**src/rtl/cpu_types.sv**
```systemverilog
// rtl/cpu_types.sv - shared reservation-station tag type and ALU opcode encoding
package cpu_types;

  localparam int TAG_W = 5;

  typedef logic [TAG_W-1:0] RS_tag_type;

  // All-ones tag marks "no result on the bus"; real tags stay below it.
  localparam RS_tag_type INVALID = '1;

  typedef enum logic [3:0] {
    ALU_ADD  = 4'd0,
    ALU_SLL  = 4'd1,
    ALU_SLT  = 4'd2,
    ALU_SLTU = 4'd3,
    ALU_XOR  = 4'd4,
    ALU_SRL  = 4'd5,
    ALU_OR   = 4'd6,
    ALU_AND  = 4'd7,
    ALU_SUB  = 4'd8,
    ALU_COPY = 4'd9,
    ALU_MUL  = 4'd10,
    ALU_SRA  = 4'd13
  } alu_op_e;

endpackage

```
**src/rtl/fu_result_fifo.sv**
```systemverilog
// rtl/fu_result_fifo.sv - result queue with two write ports and one read port
module fu_result_fifo
  import cpu_types::*;
#(
  parameter int WIDTH      = 32,
  parameter int OUTQ_DEPTH = 4
) (
  input  logic                          clk_i,
  input  logic                          rst_i,
  input  logic                          flush_i,
  // port 0 carries the older result and always lands in the lower slot
  input  logic                          s0_tvalid_i,
  input  logic [WIDTH-1:0]              s0_tdata_i,
  input  RS_tag_type                    s0_tuser_i,
  input  logic                          s1_tvalid_i,
  input  logic [WIDTH-1:0]              s1_tdata_i,
  input  RS_tag_type                    s1_tuser_i,
  output logic                          m_tvalid_o,
  input  logic                          m_tready_i,
  output logic [WIDTH-1:0]              m_tdata_o,
  output RS_tag_type                    m_tuser_o,
  output logic [$clog2(OUTQ_DEPTH):0]   count_o
);

  localparam int AW = $clog2(OUTQ_DEPTH);
  localparam int CW = AW + 1;

  logic [WIDTH-1:0] data_mem [OUTQ_DEPTH];
  RS_tag_type       tag_mem  [OUTQ_DEPTH];

  logic [AW-1:0] wr_ptr_q, wr_ptr_d;
  logic [AW-1:0] rd_ptr_q, rd_ptr_d;
  logic [AW-1:0] wr1_ptr;
  logic [CW-1:0] count_q, count_d;
  logic          pop;

  // Upstream credit guarantees room for both writes, so no full check here.
  assign pop     = m_tready_i && (count_q != '0);
  assign wr1_ptr = wr_ptr_q + AW'(s0_tvalid_i);

  // Pointer and occupancy update; flush empties the queue and wins over everything.
  always_comb begin
    wr_ptr_d = wr_ptr_q + AW'(s0_tvalid_i) + AW'(s1_tvalid_i);
    rd_ptr_d = rd_ptr_q + AW'(pop);
    count_d  = count_q + CW'(s0_tvalid_i) + CW'(s1_tvalid_i) - CW'(pop);
    if (flush_i) begin
      wr_ptr_d = '0;
      rd_ptr_d = '0;
      count_d  = '0;
    end
  end

  // Control state register with asynchronous clear.
  always_ff @(posedge clk_i or posedge rst_i) begin
    if (rst_i) begin
      wr_ptr_q <= '0;
      rd_ptr_q <= '0;
      count_q  <= '0;
    end else begin
      wr_ptr_q <= wr_ptr_d;
      rd_ptr_q <= rd_ptr_d;
      count_q  <= count_d;
    end
  end

  // Entry storage; contents are only observed through a valid head.
  always_ff @(posedge clk_i) begin
    if (!flush_i) begin
      if (s0_tvalid_i) begin
        data_mem[wr_ptr_q] <= s0_tdata_i;
        tag_mem[wr_ptr_q]  <= s0_tuser_i;
      end
      if (s1_tvalid_i) begin
        data_mem[wr1_ptr] <= s1_tdata_i;
        tag_mem[wr1_ptr]  <= s1_tuser_i;
      end
    end
  end

  assign m_tvalid_o = (count_q != '0);
  assign m_tdata_o  = m_tvalid_o ? data_mem[rd_ptr_q] : '0;
  assign m_tuser_o  = m_tvalid_o ? tag_mem[rd_ptr_q] : INVALID;
  assign count_o    = count_q;

endmodule

```
**src/rtl/alu_fu_pipe.sv**
```systemverilog
// rtl/alu_fu_pipe.sv - integer ALU functional unit with pipelined multiplier and CDB result queue
module alu_fu_pipe
  import cpu_types::*;
#(
  parameter int WIDTH      = 32,
  parameter int MUL_LAT    = 3,
  parameter int OUTQ_DEPTH = 4
) (
  input  logic             CLK,
  input  logic             RST,
  input  logic             flush,
  input  logic             issue_valid,
  output logic             issue_ready,
  input  logic [WIDTH-1:0] V1,
  input  logic [WIDTH-1:0] V2,
  input  logic [3:0]       alu_fun,
  input  RS_tag_type       rd_tag,
  output logic             CDB_req,
  input  logic             CDB_grant,
  output logic [WIDTH-1:0] CDB_val,
  output RS_tag_type       CDB_tag
);

  localparam int NSTG = MUL_LAT - 1;
  localparam int SHW  = $clog2(WIDTH);
  localparam int QCW  = $clog2(OUTQ_DEPTH) + 1;
  localparam int CW   = $clog2(OUTQ_DEPTH + MUL_LAT) + 1;

  logic             fire;
  logic             is_mul;
  logic             fast_wr;
  logic [SHW-1:0]   shamt;
  logic [WIDTH-1:0] fast_res;
  logic [QCW-1:0]   q_count;
  logic [CW-1:0]    inflight;

  logic             mul_vld_q [NSTG];
  RS_tag_type       mul_tag_q [NSTG];
  logic [WIDTH-1:0] mul_val_q [NSTG];

  assign fire    = issue_valid && issue_ready;
  assign is_mul  = (alu_fun == ALU_MUL);
  assign fast_wr = fire && !is_mul && !flush;
  assign shamt   = V2[SHW-1:0];

  // Count multiplies still travelling down the lane; each owns a future queue slot.
  always_comb begin
    inflight = '0;
    for (int k = 0; k < NSTG; k++) begin
      inflight = inflight + CW'(mul_vld_q[k]);
    end
  end

  // Credit from registered state only, so a same-cycle pop never admits an issue.
  assign issue_ready = !RST && ((CW'(q_count) + inflight) < CW'(OUTQ_DEPTH));

  // Single-cycle ALU for every opcode except multiply.
  always_comb begin
    fast_res = '0;
    case (alu_fun)
      ALU_ADD:  fast_res = V1 + V2;
      ALU_SUB:  fast_res = V1 - V2;
      ALU_OR:   fast_res = V1 | V2;
      ALU_AND:  fast_res = V1 & V2;
      ALU_XOR:  fast_res = V1 ^ V2;
      ALU_SLL:  fast_res = V1 << shamt;
      ALU_SRL:  fast_res = V1 >> shamt;
      ALU_SRA:  fast_res = $unsigned($signed(V1) >>> shamt);
      ALU_SLT:  fast_res = {{(WIDTH-1){1'b0}}, ($signed(V1) < $signed(V2))};
      ALU_SLTU: fast_res = {{(WIDTH-1){1'b0}}, (V1 < V2)};
      ALU_COPY: fast_res = V1;
      default:  fast_res = '0;
    endcase
  end

  // Multiply lane: product formed on entry, then carried through the stages.
  always_ff @(posedge CLK or posedge RST) begin
    if (RST) begin
      for (int k = 0; k < NSTG; k++) begin
        mul_vld_q[k] <= 1'b0;
        mul_tag_q[k] <= INVALID;
        mul_val_q[k] <= '0;
      end
    end else begin
      mul_vld_q[0] <= fire && is_mul && !flush;
      mul_tag_q[0] <= rd_tag;
      mul_val_q[0] <= V1 * V2;
      for (int k = 1; k < NSTG; k++) begin
        mul_vld_q[k] <= mul_vld_q[k-1] && !flush;
        mul_tag_q[k] <= mul_tag_q[k-1];
        mul_val_q[k] <= mul_val_q[k-1];
      end
    end
  end

  fu_result_fifo #(
    .WIDTH      (WIDTH),
    .OUTQ_DEPTH (OUTQ_DEPTH)
  ) u_result_fifo (
    .clk_i       (CLK),
    .rst_i       (RST),
    .flush_i     (flush),
    .s0_tvalid_i (mul_vld_q[NSTG-1]),
    .s0_tdata_i  (mul_val_q[NSTG-1]),
    .s0_tuser_i  (mul_tag_q[NSTG-1]),
    .s1_tvalid_i (fast_wr),
    .s1_tdata_i  (fast_res),
    .s1_tuser_i  (rd_tag),
    .m_tvalid_o  (CDB_req),
    .m_tready_i  (CDB_grant),
    .m_tdata_o   (CDB_val),
    .m_tuser_o   (CDB_tag),
    .count_o     (q_count)
  );

endmodule

```
**config.mk**
```make
export PLATFORM = sky130hd
export DESIGN_NAME = alu_fu_pipe
export DESIGN_NICKNAME = d
export VERILOG_FILES = /design/src/rtl/cpu_types.sv /design/src/rtl/fu_result_fifo.sv /design/src/rtl/alu_fu_pipe.sv
export SDC_FILE = /design/constraint.sdc
export NUM_CORES = 2
export LEC_CHECK = 0
export CAP_MARGIN = 0
export CORE_MARGIN = 3
export CORE_UTILIZATION = 35
export CTS_CLUSTER_SIZE = 12
export DETAILED_ROUTE_END_ITERATION = 10
export HOLD_SLACK_MARGIN = 0.03
export PLACE_DENSITY = 0.62
export SLEW_MARGIN = 20
export SYNTH_ARGS = -nofsm -noshare
export SYNTH_HDL_FRONTEND = slang
export SYNTH_SLANG_ARGS = --single-unit
```
**constraint.sdc**
```tcl
create_clock -name CLK -period 5.4 [get_ports CLK]
set_clock_uncertainty 0.2 [all_clocks]
set_input_delay 1.08 -clock CLK [delete_from_list [all_inputs] [get_ports CLK]]
set_output_delay 1.08 -clock CLK [all_outputs]
set_load 0.05 [all_outputs]
```
Word level (Yosys, flattened, before mapping)
Memory sizes are Yosys's and may differ from the RTL's.
Cells that the tools add are included.

word-level totals
  bits in registers = 83
  memory bits (writable) = 148
  bits of input ports = 78
  output and inout bits = 39
  word-level logic and storage cells = 67
  memories kept = 2

memories
  memory                  words  bits a word  rd ports  clocked after memory_dff  wr ports  line                  RTL
  u_result_fifo.data_mem  4      32           1         0                         2         fu_result_fifo.sv:28  logic [WIDTH-1:0] data_mem [OUTQ_DEPTH];
  u_result_fifo.tag_mem   4      5            1         0                         2         fu_result_fifo.sv:29  RS_tag_type tag_mem [OUTQ_DEPTH];

operators by class
  add/subtract/negate cells = 10
  multipliers = 1
  $lt $le $gt $ge = 3
  eq/ne operators = 11
  shift operators = 3
  mux-type cells = 12
  bitwise operators = 3
  reductions and logical operators = 13

operator list
  operator            number
  $pmux 32 s11        1
  $lt 32x32->1        2
  $add 32x32->32      1
  $and 32x32->32      1
  $mul 32x32->32      1
  $mux 32             1
  $or 32x32->32       1
  $shl 32x5->32       1
  $shr 32x5->32       1
  $sshr 32x5->32      1
  $sub 32x32->32      1
  $xor 32x32->32      1
  $eq 4x3->1 const B  4
  $eq 4x4->1 const B  4
  $eq 4x2->1 const B  2
  $logic_and 1x1->1   8
  $add 2x1->2         3
  $add 3x1->3         2
  $mux 1              6
  $mux 5              1
  $add 3x2->4         1
  $eq 4x1->1 const B  1
  $logic_not 4->1     1
  $lt 4x3->1 const B  1
  other kinds (6)     9

Depth between registers and ports, before layout
  word-level depth = 10
  depth in mapped cells = 31
  gate-level depth less buffers = 26

By module
From an unflattened synthesis, not the netlist that was laid out.

second synthesis, totals
  cell total of the unflattened synthesis = 3,511
  area total of the unflattened synthesis = 33,659.8 um^2

modules (own cells, without submodules)
  module          times used  cells each  area each (um^2)  sequential area each (um^2)
  alu_fu_pipe     1           3,067       25,664.6          1,914.3
  fu_result_fifo  1           444         7,995.2           4,619.4

Worst setup path before layout
No wires, ideal clock.

  path kind = input-to-reg
  start point = input V2[3]
  end point = register mul_val_q[61] (netlist bit)
  library setup time = 0.080 ns
  arrival time = 8.913 ns
  required time = 5.120 ns
  setup slack = -3.793 ns
  cell stages on the path = 29
  path buffers = 6
  path through = clkbuf_1 inv_1 clkbuf_1 clkbuf_1 clkbuf_1 buf_1 clkbuf_1 nor2_1 fa_1 inv_1 fa_1 fa_1 fa_1 inv_1 fa_1 inv_1 fa_1 inv_1 fa_1 fa_1 ha_1 nor2b_1 a22oi_1 o2111a_1 o31ai_1 or4_1 a31o_2 a21oi_1 xnor2_1

between the ends
  cells in the longest elaborated chain, start to end = 1

RTL lines
  element                        line               RTL
  start, declared                alu_fu_pipe.sv:15  input logic [WIDTH-1:0] V2,
  $mul 32x32->32                 alu_fu_pipe.sv:87  mul_val_q[0] <= V1 * V2;
  end signal, assigned by index  alu_fu_pipe.sv:91  mul_val_q[k] <= mul_val_q[k-1];
  end, declared                  alu_fu_pipe.sv:39  logic [WIDTH-1:0] mul_val_q [NSTG];

No other way between the ends.

Worst setup path after layout
Same ends and word-level chain as after synthesis.

==> flow_summary_export.csv <==
group,metric,value,unit
floorplan,io_pins,117,
cts,tritoncts,"yes",
final_layout,area_growth,28.6,%
timing,hold_viol,0,
timing,hold_ws,0.144,ns
grt,grt_max_degree,57,
logic_synthesis,syn_nets,4301,
final_layout,final_common_cell,"buf_4",
grt,antenna_found_initial,6,
logic_synthesis,synth_ff_type,"edfxtp_1",
floorplan,rows,112,
timing,period_share,1.34,
logic_synthesis,netlist_instances,3585,
outcome,violations,"negative setup slack",
logic_synthesis,synthDistinctLibCells,85,
timing,grt_setup_unrepaired,"yes",
floorplan,die_y,314,um
floorplan,fp.dieW,314,um
final_layout,fillCellCount,9066,
logic_synthesis,synth_edf_count,148,
outcome,outcome,"finished, violations left",
timing,worstMarginPinSlew,1.05,ns
critical_path,cp-end-kind,"flip-flop",
critical_path,cp.arrival,7.52,ns
critical_path,slowest_stage,"fa_1",
final_layout,final_cell_mix,"590 x buf_4, 449 x inv_1, 382 x nand2_1, 368 x nor2_1, 366 x fa_1",
final_layout,layout-drive-gt1-share,0.299,
timing,slew_violations,0,
critical_path,max_stage_delay,0.53,ns
cts,cts_buffer_depth,3,
grt,first_global_vias,30800,
logic_synthesis,synth_top_cell_by_area,"fa_1",
grt,grt-ovfl-total,0,
worst_hold_path,hold_depth,0,
route,drtAntennaViolNets,0,
timing,slew_headroom,0.297,
logic_synthesis,synth_area_leaders,"fa_1 25%, edfxtp_1 13%, ha_1 8.5%",
critical_path,cp-start-kind,"input pin",
logic_synthesis,synth_top_area_frac,0.249,
place,place.detailed.hpwl,104,mm
route,vias,29900,
cts,clk_latency,0.55,ns
worst_hold_path,worstHoldPathType,"reg -> reg",
logic_synthesis,synth_seq_area_share,0.197,
critical_path,critPathRequiredTime,5.66,ns
logic_synthesis,avgSynthCellArea,9.26,um2
timing,timing.fmax,138,MHz
floorplan,die_area,0.0985,mm2
timing,timing.final.ws_setup,-1.86,ns
place,gp_congestion,1.04,
grt,grt_pass1_wl,196,mm
critical_path,path_class,"in -> reg",
route,vias_per_cell,5.49,
timing,finalSetupTns,-28.62,ns
route,drc_errors,0,
logic_synthesis,syn_area,0.0332,mm2
critical_path,ff2ff_path_depth,11,
cts,cts-htree-levels,1,
cts,hold_buffers,0,
route,drt_iter0_drc,3306,
floorplan,core-area,0.0936,mm2
logic_synthesis,synth-async-reset-ratio,0.359,
final_layout,nets,4892,
cts,clock_sinks,231,
final_layout,final_cells,5450,
logic_synthesis,ys_seq_elements,231,
grt,track_usage,0.265,
logic_synthesis,ys_warn_count,0,
floorplan,initial_core_util,0.354,
place,post-place-cells,5306,
route,wirelength,131,mm
timing,setup_viol,23,
timing,min_period,7.26,ns
route,detail_route.wl_per_cell,24.0,um
critical_path,cp_max_fo,6,
cts,cts-root-buf,"clkbuf_16",
cts,cts.clk_slew.worst_paths,0.06,ns
run,cap_violations,0,
place,port_buffers,116,
cts,cts_buffers,25,
route,dr.pass1.iters,10,
## through the flow
| step | utilization | cell area (um2) | setup WS, ns |
|---|---|---|---|
| final | 0.456 | 42700 | -1.86 |
| after global routing | 0.456 | 42700 | -2.00 |
| after CTS | 0.451 | 42200 | -1.85 |
| after detailed placement | 0.426 | 39900 | -3.06 |
| after global placement | 0.426 | 39900 | -3.05 |
| after floorplan | - | 33500 | -2.72 |
## layer usage
layer | track usage | vias up | wire, um
li1 | - | 13000 | -
met1 | 0.361 | 14900 | 52000
met4 | 0.124 | 2 | 7660
met2 | 0.411 | 1634 | 58100
met5 | 0 | - | 9
met3 | 0.0481 | 333 | 13300
## sequential cells by signal (all words and copies together) (netlist names)
register and count:
u_result_fifo.wr_ptr_q 2, u_result_fifo.data_mem 128, u_result_fifo.count_o 3, mul_val_q 64, u_result_fifo.tag_mem 20, mul_vld_q 2
u_result_fifo.rd_ptr_q 2, mul_tag_q 10
## final timing paths
| check | from | endpoint | slack, ns |
|---|---|---|---|
| worst min-delay path | mul_val_q[43] | mul_val_q[11] | 0.14 |
| worst min register to register | mul_val_q[43] | mul_val_q[11] | 0.14 |
| min in group asynchronous | RST | u_result_fifo.wr_ptr_q[1] | 0.91 |
| worst max-delay path | V2[3] | mul_val_q[61] | -1.86 |
| worst max register to register | u_result_fifo.count_o[0] | u_result_fifo.data_mem[2][25] | 1.71 |
| max in group asynchronous | RST | mul_val_q[61] | 3.03 |
## area by class of cell
type	count	area (um2)	share of cell area
Multi-Input combinational cell	2602	24900	0.584
Inverter	523	2070	0.0486
Sequential cell	231	6540	0.153
Clock buffer	40	682	0.0160
Timing Repair Buffer	793	6830	0.160
Tap cell	1254	1570	0.0368
Antenna cell	1	2.50	0.0000586
Clock inverter	6	57.6	0.00135
## synthesized netlist by cell type, types with 17 or more instances
| library cell | count |
|---|---|
| inv_1 | 502 |
| nor2_1 | 440 |
| fa_1 | 412 |
| nand2_1 | 392 |
| ha_1 | 226 |
| clkbuf_1 | 154 |
| edfxtp_1 | 148 |
| a21oi_1 | 146 |
| mux2_2 | 115 |
| o21ai_0 | 102 |
| xnor2_1 | 94 |
| mux4_2 | 77 |
| dfrtp_1 | 73 |
| mux2i_1 | 56 |
| nor2b_1 | 51 |
| nor3_1 | 46 |
| buf_1 | 39 |
| nand3_1 | 32 |
| a31oi_1 | 31 |
| buf_2 | 29 |
| a21o_1 | 22 |
| a22oi_1 | 22 |
| a211oi_1 | 20 |
| xor2_1 | 20 |
| o211ai_1 | 19 |
| o21a_1 | 19 |
| o21ai_1 | 19 |
| clkinv_1 | 17 |
| o21bai_1 | 17 |
## critical path, delay by kind of cell
family	cells	cell delay, ns
compound gates	6	1.29
fa+ha+maj	9	3.71
buf+inv	9	0.74
simple gates	3	0.56
xor+xnor	1	0.12
## what timing repair did
action | CTS | global route
resized for setup | 416 | 109
endpoints found under the setup margin | 25 | 27
setup buffers | 81 | 19
pin swaps | 138 | 83
## kinds of logic after synthesis
group / synth area share
adder cells (fa/ha/maj): 0.334
AND/OR/NAND/NOR: 0.134
buffers and inverters: 0.0875
flip-flops: 0.197
XOR/XNOR: 0.0301
AO/OA/AOI/OAI: 0.108
multiplexers: 0.110
Power is not shown: default switching activity piles up to over one toggle a cycle in this logic, so the estimate is an artifact.
